==> src/rtl/decoder_pkg.sv <==
// rtl/decoder_pkg.sv - shared buffer state encodings and width helper for the one-hot decoder
package decoder_pkg;

  localparam logic [1:0] EMPTY = 2'd0;
  localparam logic [1:0] ONE   = 2'd1;
  localparam logic [1:0] FULL  = 2'd2;

  typedef enum logic [1:0] {
    ST_EMPTY = EMPTY,
    ST_ONE   = ONE,
    ST_FULL  = FULL
  } buf_state_e;

  function automatic int out_w(input int n);
    return 1 << n;
  endfunction

endpackage

==> src/rtl/onehot_skid_buf.sv <==
// rtl/onehot_skid_buf.sv - 2-entry valid/ready buffer holding already-decoded words
module onehot_skid_buf
  import decoder_pkg::*;
#(
  parameter int W = 4
) (
  input  logic         clk,
  input  logic         rst,
  input  logic         in_valid,
  output logic         in_ready,
  input  logic [W-1:0] in_data,
  output logic         out_valid,
  input  logic         out_ready,
  output logic [W-1:0] out_data
);

  buf_state_e   state_q, state_d;
  logic [W-1:0] main_q, main_d;
  logic [W-1:0] skid_q, skid_d;
  logic         accept;
  logic         deliver;

  // Ready looks only at registered state so out_ready never reaches in_ready.
  assign in_ready  = !rst && (state_q != ST_FULL);
  assign out_valid = (state_q != ST_EMPTY);
  assign out_data  = out_valid ? main_q : '0;
  assign accept    = in_valid && in_ready;
  assign deliver   = out_valid && out_ready;

  always_comb begin
    state_d = state_q;
    main_d  = main_q;
    skid_d  = skid_q;
    unique case (state_q)
      ST_EMPTY: begin
        if (accept) begin
          main_d  = in_data;
          state_d = ST_ONE;
        end
      end
      ST_ONE: begin
        if (accept && deliver) begin
          main_d = in_data;
        end else if (accept) begin
          skid_d  = in_data;
          state_d = ST_FULL;
        end else if (deliver) begin
          main_d  = '0;
          state_d = ST_EMPTY;
        end
      end
      ST_FULL: begin
        if (deliver) begin
          main_d  = skid_q;
          skid_d  = '0;
          state_d = ST_ONE;
        end
      end
      default: begin
        state_d = ST_EMPTY;
        main_d  = '0;
        skid_d  = '0;
      end
    endcase
  end

  always_ff @(posedge clk) begin
    if (rst) begin
      state_q <= ST_EMPTY;
      main_q  <= '0;
      skid_q  <= '0;
    end else begin
      state_q <= state_d;
      main_q  <= main_d;
      skid_q  <= skid_d;
    end
  end

endmodule

==> src/rtl/decoder_2to4_stream.sv <==
// rtl/decoder_2to4_stream.sv - streaming binary-to-one-hot decoder with skid-buffered output
module decoder_2to4_stream
  import decoder_pkg::*;
#(
  parameter int N     = 2,
  parameter int CNT_W = 8
) (
  input  logic                  clk,
  input  logic                  rst,
  input  logic                  in_valid,
  output logic                  in_ready,
  input  logic [N-1:0]          in_code,
  input  logic                  in_en,
  output logic                  out_valid,
  input  logic                  out_ready,
  output logic [out_w(N)-1:0]   out_onehot,
  output logic [CNT_W-1:0]      acc_cnt
);

  localparam int OUT_W = out_w(N);

  logic [OUT_W-1:0] word;

  function automatic logic [OUT_W-1:0] decode(input logic en, input logic [N-1:0] code);
    logic [OUT_W-1:0] w;
    w = '0;
    if (en) w[code] = 1'b1;
    return w;
  endfunction

  // Decoding before the buffer means both entries already hold final words.
  assign word = decode(in_en, in_code);

  onehot_skid_buf #(
    .W(OUT_W)
  ) u_buf (
    .clk       (clk),
    .rst       (rst),
    .in_valid  (in_valid),
    .in_ready  (in_ready),
    .in_data   (word),
    .out_valid (out_valid),
    .out_ready (out_ready),
    .out_data  (out_onehot)
  );

  always_ff @(posedge clk) begin
    if (rst) begin
      acc_cnt <= '0;
    end else if (in_valid && in_ready) begin
      acc_cnt <= acc_cnt + CNT_W'(1);
    end
  end

endmodule
==> config.mk <==
export PLATFORM = sky130hd
export DESIGN_NAME = decoder_2to4_stream
export DESIGN_NICKNAME = d
export VERILOG_FILES = /design/src/rtl/decoder_pkg.sv /design/src/rtl/onehot_skid_buf.sv /design/src/rtl/decoder_2to4_stream.sv
export SDC_FILE = /design/constraint.sdc
export NUM_CORES = 1
export LEC_CHECK = 0
export CAP_MARGIN = 10
export CORE_ASPECT_RATIO = 0.8
export CORE_MARGIN = 8
export CORE_UTILIZATION = 53
export DETAILED_ROUTE_END_ITERATION = 12
export HOLD_SLACK_MARGIN = 0.03
export PLACE_DENSITY = 0.83
export SYNTH_ARGS = -nofsm -noshare
export SYNTH_HDL_FRONTEND = slang
export SYNTH_SLANG_ARGS = --single-unit
==> constraint.sdc <==
create_clock -name clk -period 5.1 [get_ports clk]
set_input_delay 1.02 -clock clk [delete_from_list [all_inputs] [get_ports clk]]
set_output_delay 1.02 -clock clk [all_outputs]
set_load 0.03 [all_outputs]
# Word level (Yosys, flattened, before mapping)
# Index checks and enable logic that the tools add are counted.
# word_totals
in_bits	7
out_inout_bits	14
ramBits	0
latchBits	0
romBits	0
regBits	18
mem_count	0
word_cells	47
# op_classes
n_mux	18
add_sub_neg	1
reduce_logical	11
shifts	0
n_bitwise	1
eq_ne	10
div_mod_pow	0
n_mul	0
order_cmp	2
# op_table
operator	n
two-way mux 4 bit	8
case mux 4 bit (3 select lines)	2
AND reduction 4 bit	3
two-way mux 2 bit	5
adder 8 x 1 -> 8 bit, second input constant	1
inequality test 2 x 1 -> 1 bit, second input constant	3
inequality test 3 x 1 -> 1 bit, second input constant	2
case mux 2 bit (3 select lines)	1
logical AND 1 bit	5
inequality test 2 bit, second input constant	2
less-than comparator 2 x 3 -> 1 bit, second input constant	1
inequality test 3 bit, second input constant	1
demux 1 bit (select 2 bit)	1
equality test 2 x 1 -> 1 bit, second input constant	1
equality test 2 bit, second input constant	1
greater-or-equal comparator 2 x 1 -> 1 bit, second input constant	1
logical NOT 2 bit	1
nonzero test 2 bit	1
logical NOT 1 bit	1
two-way mux 1 bit	1
inverter 1 bit	1

# Depth between registers and ports, before layout
# Gate-level depths: netlist of the first run.
# logic_depth
ltp_word	8
ltp_mapped	6
depth_no_buf	5

# Cells and area by module
# A second synthesis of the first run with hierarchy kept.
# hier_totals
cells_unflattened	122
hier_area_um2	996.0
# modules_own_cells
mod	n_inst	seq_area_each_um2	cells_per_inst	area_each_um2
onehot_skid_buf	1	200.2	76	621.8
decoder_2to4_stream	1	160.2	46	374.1

# Least setup slack after synthesis of the first run
# No wires, ideal clock.
# synth_timing
path_type	input -> output
from	input port rst
to	output port in_ready
cell_stages	3
t_arrival_ns	1.835
path_slack_ns	2.245
t_required_ns	4.080
n_path_buf	2
cell_sequence	clkbuf_1 -> buf_1 -> nor2_1
# synth_between
elab_chain_len	2
# synth_lines
element	line	text
start: declaration	decoder_2to4_stream.sv:9	input logic rst,
logical NOT 1 bit	onehot_skid_buf.sv:24	assign in_ready = !rst && (state_q != ST_FULL);
logical AND 1 bit	onehot_skid_buf.sv:24	
end: declaration	decoder_2to4_stream.sv:11	output logic in_ready,
# No other way between the ends.

# Final worst setup path of the first run
# Same ends and word-level chain as after synthesis.

==> flow_summary.ini, run 1 <==
[synth]
synth_simple_gate_area_frac = 0.2908
netlist_area_um2 = 980.9
synth_area_leaders = dfxtp_1 37%, nor2_1 6.1%, mux2i_1 5.1%, nor2b_1 5.1%, o2bb2ai_1 4.5%
synthMuxAreaShare = 0.06250
syn_inst = 116
synth_area_leader_cell = dfxtp_1
synth_edf_count = 0
ys.flop_type = dfxtp_1
synth.most_common_cell = dfxtp_1
synthArstFlopShare = 0
synth_xor_area_frac = 0.04464
synth_cell_type_count = 32
synthAdderAreaFrac = 0.01276
ys_top_cells_by_count = 18 x dfxtp_1, 16 x nor2_1, 8 x nor2b_1
yosysWarnings = 0
synth_top_family_by_area = simple AND/OR/NAND/NOR gates
synth-compound-area-share = 0.1684
synth_seq_cells = 18
synth.top_cell.area_share = 0.3673
syn_area_per_cell_um2 = 8.456
ys_seq_area_frac = 0.3673
synth_nets = 124

[sta]
slew_headroom = 0.5454
min_period_ns = 3.755
fin_tns_setup_ns = 0
timing.hold.ws_ns = 0.4728
hold_viol_final = 0
finalSetupViolCount = 0
worst_pin_slew_ns = 0.6798
fmax_mhz = 266.3
period_share = 0.7363
finalClockSkew_ns = 0.006793
maxSlewViolCount = 0
rsz0062_at_grt = false

[hold_path]
hp-start = u_buf.main_q[1]
hold_path.class = flop to flop

[drt]
drt_pre_antenna_iters = 5
postRouteWirelength_um = 2118
ant_nets = 0
vias = 865
viasPerCell = 5.475
first_iter_violations = 32
avgRoutedWirePerCell_um = 13.41
drc = 0

[power_and_ir_drop]
switching_share = 0.2656
pwr-share-comb = 0.165
p_per_area_nw_per_um2 = 233.9
p_seq_frac = 0.530
ir_worst_vdd_v = 0.0002571
leakagePower_nw = 0.4197
pwr-share-clk = 0.305
p_sw_mw = 0.07518
total_power_mw = 0.2830
p_int_mw = 0.2078

[clock_network]
ctsResizeCount = 0
tritoncts = built
cts-root-buf = clkbuf_4
clk_latency_ns = 0.29
cts_hold_buf = 0
cts_buffers = 3
ctsLongestPathBuffers = 2
htreeDepth = 1
clkTransAtPathRegs_ns = 0.10
clock_sinks = 18
post_cts_buffers = 0

[cells_and_area]
diodes = 0
areaGrowthSynthToFinish_pct = 23.34
layout-drive-gt1-share = 0.05970
fin_cells = 158
finalNetCount = 143
fin_area_um2 = 1210

[setup_path]
crit_type = input port to output port
max_stage_delay_ns = 0.76
worst_path_most_repeated_cell = clkdlybuf4s50_1
crit_chain = clkdlybuf4s50_1 > nor2_1 > clkdlybuf4s50_1
r2r_start = u_buf.state_q[1]
endpoint_kind = output port
cp_top_family = buffers and inverters
cp_slowest_cell = clkdlybuf4s50_1
cp_data_required_time_ns = 4.08
crit_arrival_ns = 2.73
cp_num_buf_inv = 2
start_kind = input port
path_max_fanout = 21
startpoint = rst

[floorplan]
dieHeight_um = 54.48
io_pins = 21
die_w_um = 64.10
rows = 14
die_area_um2 = 3492
start_util = 0.5437
coreArea_um2 = 1804

[grt]
grt_pass1_vias = 814
grt_pass1_wl_um = 3670
antenna_found_initial = 0
grt.overflow.total = 0
grt_max_degree = 22
track_usage = 0.1309

[placement]
dp_hpwl_um = 1638
io_buffers = 20
dpl_cell_area_um2 = 1174
gp_congestion = 0.8482
dp_cells = 154

[run]
cap_violations = 0

[outcome]
run_status = completed
==> area by class of cell <==
cell class	instances	area, um^2
Inverter	4	15.01
Multi-Input combinational cell	88	568.0
Timing Repair Buffer	20	200.2
Fill cell	145	594.3
Sequential cell	18	360.3
Clock buffer	4	36.28
Tap cell	24	30.03
==> cells by family after synthesis <==
family | count (synthesis)
AND/OR/NAND/NOR | 53
AO/OA/AOI/OAI | 23
multiplexers | 6
XOR/XNOR | 5
buffers and inverters | 10
adder cells (fa/ha/maj) | 1
flip-flops | 18
==> per-stage QoR <==
stage | utilization | setup WS, ns
detailed placement | 0.6505 | 1.356
CTS | 0.6706 | 1.335
finish | 0.6706 | 1.345
floorplan | - | 2.245
global route | 0.6706 | 1.221
global placement | 0.6505 | 1.396
==> metal layers <==
metal  track usage  routed length, um  vias up
li1              -                  -      453
met1        0.1620               1041      387
met2        0.2130                919       23
met3       0.05521                144        2
met4       0.02527                 12        0
met5             0                  0        -
==> registers in the layout, summed over array words and instances (netlist names) <==
name	flops
u_buf.skid_q	4
u_buf.state_q	2
u_buf.main_q	4
acc_cnt	8
==> power groups by stage <==
stage,Clock [mW],Combinational (mW),Sequential (mW)
final,0.0864,0.0466,0.150
after floorplan,0,0.0309,0.153
after global routing,0.0944,0.0513,0.151
after global placement,0,0.0457,0.153
after CTS,0.0895,0.0469,0.150
after detailed placement,0,0.0466,0.153
==> layout by cell type, fill, tap and decap left out <==
master            n
o22ai_1           1
clkbuf_4          3
nand2_1           7
nand2b_1          3
dfxtp_1          18
or3b_2            1
clkbuf_8          1
nor3b_1           2
a2bb2oi_1         1
nor2_1           16
clkdlybuf4s50_1  20
a32oi_1           2
a22o_1            1
nor3_1            3
or3_1             3
o21ai_0           3
mux2_2            1
nor2b_4           1
a22oi_1           2
a21oi_1           6
o2bb2ai_1         5
a32o_1            2
and3_1            1
mux2i_1           5
nor4_1            3
xnor2_1           5
nand3b_1          1
nor2b_1           8
inv_1             4
nand3_1           3
or4_4             1
ha_1              1
==> path summary, 6_finish.rpt <==
path	cells past startpoint	endpoint	slack, ns
worst max-delay path	3	in_ready	1.35
worst min-delay path	1	u_buf.main_q[1]	0.47
worst max register to register	4	acc_cnt[7]	3.27
worst min register to register	1	u_buf.main_q[1]	0.47
Note: power is estimated with default switching activity, not from simulation.
==> inputs of run 2 (changes only) <==
--- a/config.mk
+++ b/config.mk
@@ -8,10 +8,10 @@
 export CAP_MARGIN = 10
 export CORE_ASPECT_RATIO = 0.8
 export CORE_MARGIN = 8
-export CORE_UTILIZATION = 53
+export CORE_UTILIZATION = 44
 export DETAILED_ROUTE_END_ITERATION = 12
 export HOLD_SLACK_MARGIN = 0.03
-export PLACE_DENSITY = 0.83
+export PLACE_DENSITY = 0.73
 export SYNTH_ARGS = -nofsm -noshare
 export SYNTH_HDL_FRONTEND = slang
 export SYNTH_SLANG_ARGS = --single-unit
==> constraint.sdc (replaced) <==
create_clock -name clk -period 3.4 [get_ports clk]
set_input_delay 0.68 -clock clk [delete_from_list [all_inputs] [get_ports clk]]
set_output_delay 0.68 -clock clk [all_outputs]
set_load 0.03 [all_outputs]
==> run 2 against run 1 <==
Effect of this change:
- sequential cell count unchanged
- combinational power increased by 57%
- power increased by 52%
- hold slack got worse by 0.012 ns
- first-iteration DRC count increased by 31%
- sequential power increased by 50%
- critical path depth unchanged
- sequential share of layout area decreased by 0.21 points
- clock-buffer cell count unchanged
- worst setup slack got worse by 0.63 ns
- register-to-register slack got worse by 1.7 ns
- critical path type is now flop to output port
==> flow_summary.ini, run 2 (same netlist as run 1, synthesis figures left out) <==
[outcome]
run_status = completed

[grt]
track_usage = 0.1250
grt_pass1_wl_um = 3939
antenna_found_initial = 0
grt_max_degree = 21
grt.overflow.total = 0
grt_pass1_vias = 871

[clock_network]
tritoncts = built
cts_buffers = 3
cts_hold_buf = 0
clkTransAtPathRegs_ns = 0.10
ctsLongestPathBuffers = 2
clk_latency_ns = 0.29
ctsResizeCount = 0
htreeDepth = 1
post_cts_buffers = 0
clock_sinks = 18
cts-root-buf = clkbuf_4

[setup_path]
path_depth = 3
endpoint_kind = output port
cp_data_required_time_ns = 2.72
start_kind = flop
path_max_fanout = 15
cp_slowest_cell = clkdlybuf4s50_1
crit_arrival_ns = 2.01
cp_num_buf_inv = 1
crit_chain = nor2_1 > nor2b_1 > clkdlybuf4s50_1
max_stage_delay_ns = 0.69
cp_top_family = buffers and inverters
reg2reg_depth = 4
crit_type = flop to output port

[placement]
dpl_cell_area_um2 = 1182
dp_hpwl_um = 1778
gp_congestion = 0.8451
io_buffers = 20
dp_cells = 156

[floorplan]
io_pins = 21
start_util = 0.4585
die_w_um = 68.79
rows = 15
die_area_um2 = 4006
coreArea_um2 = 2140
dieHeight_um = 58.23

[power_and_ir_drop]
p_per_area_nw_per_um2 = 352.8
pwr-share-comb = 0.170
leakagePower_nw = 0.4245
switching_share = 0.2728
ir_worst_vdd_v = 0.0002783
p_seq_frac = 0.524
p_sw_mw = 0.1173
total_power_mw = 0.4300
pwr-share-clk = 0.306
p_int_mw = 0.3127

[cells_and_area]
areaGrowthSynthToFinish_pct = 24.23
fillers = 205
fin_cells = 160
fin_area_um2 = 1219
layout-drive-gt1-share = 0.06667
layout_common_cells = 20 x clkdlybuf4s50_1, 18 x dfxtp_1, 16 x nor2_1
top_regs = acc_cnt (8), u_buf.main_q (4), u_buf.skid_q (4)
final_common_cell = clkdlybuf4s50_1
utilization = 0.5696
top_register = acc_cnt
finalNetCount = 144
largest_register_ffs = 8
diodes = 0

[sta]
fmax_mhz = 372.0
maxSlewViolCount = 0
rsz0062_at_grt = false
min_period_ns = 2.688
slew_headroom = 0.6258
fin_tns_setup_ns = 0
worst_pin_slew_ns = 0.5613
period_share = 0.7905
finalClockSkew_ns = 0.006433
hold_viol_final = 0
finalSetupViolCount = 0

[drt]
drt_pre_antenna_iters = 4
viasPerCell = 5.494
ant_nets = 0
postRouteWirelength_um = 2297
avgRoutedWirePerCell_um = 14.36
first_iter_violations = 42
vias = 879
drc = 0

[hold_path]
hold_path.class = flop to flop
hold_path_depth = 1

[run]
cap_violations = 0
==> run 2: changes by cell type in the layout (fill, tap and decap cells not counted), sizes merged <==
cell | previous run | this run
buf | 0 | 1
==> run 2: cell type report <==
type                            count  area, um^2  area share
Inverter                            4       15.01     0.01232
Tap cell                           25       31.28     0.02567
Timing Repair Buffer               21       207.7      0.1704
Clock buffer                        4       36.28     0.02977
Multi-Input combinational cell     88       568.0      0.4661
Sequential cell                    18       360.3      0.2957
==> run 2: per-layer routing <==
layer | GRT usage | routed length, um
met1 | 0.1606 | 1131
met2 | 0.1841 | 972
met4 | 0.02000 | 12
met5 | 0 | 0
met3 | 0.06346 | 180
==> run 2: path summary, 6_finish.rpt <==
kind / startpoint / slack (ns) / end
worst max-delay path: u_buf.state_q[1] / 0.71 / out_onehot[0]
worst min-delay path: u_buf.main_q[3] / 0.46 / u_buf.main_q[3]
worst min register to register: u_buf.main_q[3] / 0.46 / u_buf.main_q[3]
worst max register to register: u_buf.state_q[1] / 1.53 / acc_cnt[7]
==> run 2: per-stage QoR <==
stage / hold WS (ns) / setup WS, ns
6_report: 0.4611 / 0.7122
5_1_grt: 0.4754 / 0.6195
4_1_cts: 0.4664 / 0.7042
3_5_place_dp: 0.4423 / 0.6889
3_3_place_gp: 0.4417 / 0.7676
2_1_floorplan: 0.4247 / 1.225
==> run 2: power groups by stage <==
stage	Combinational [mW]	Clock, mW	Sequential [mW]
2_1_floorplan	0.0463	0	0.229
3_3_place_gp	0.0705	0	0.230
3_5_place_dp	0.0724	0	0.230
4_1_cts	0.0730	0.134	0.225
5_1_grt	0.0801	0.144	0.226
6_report	0.0731	0.132	0.225
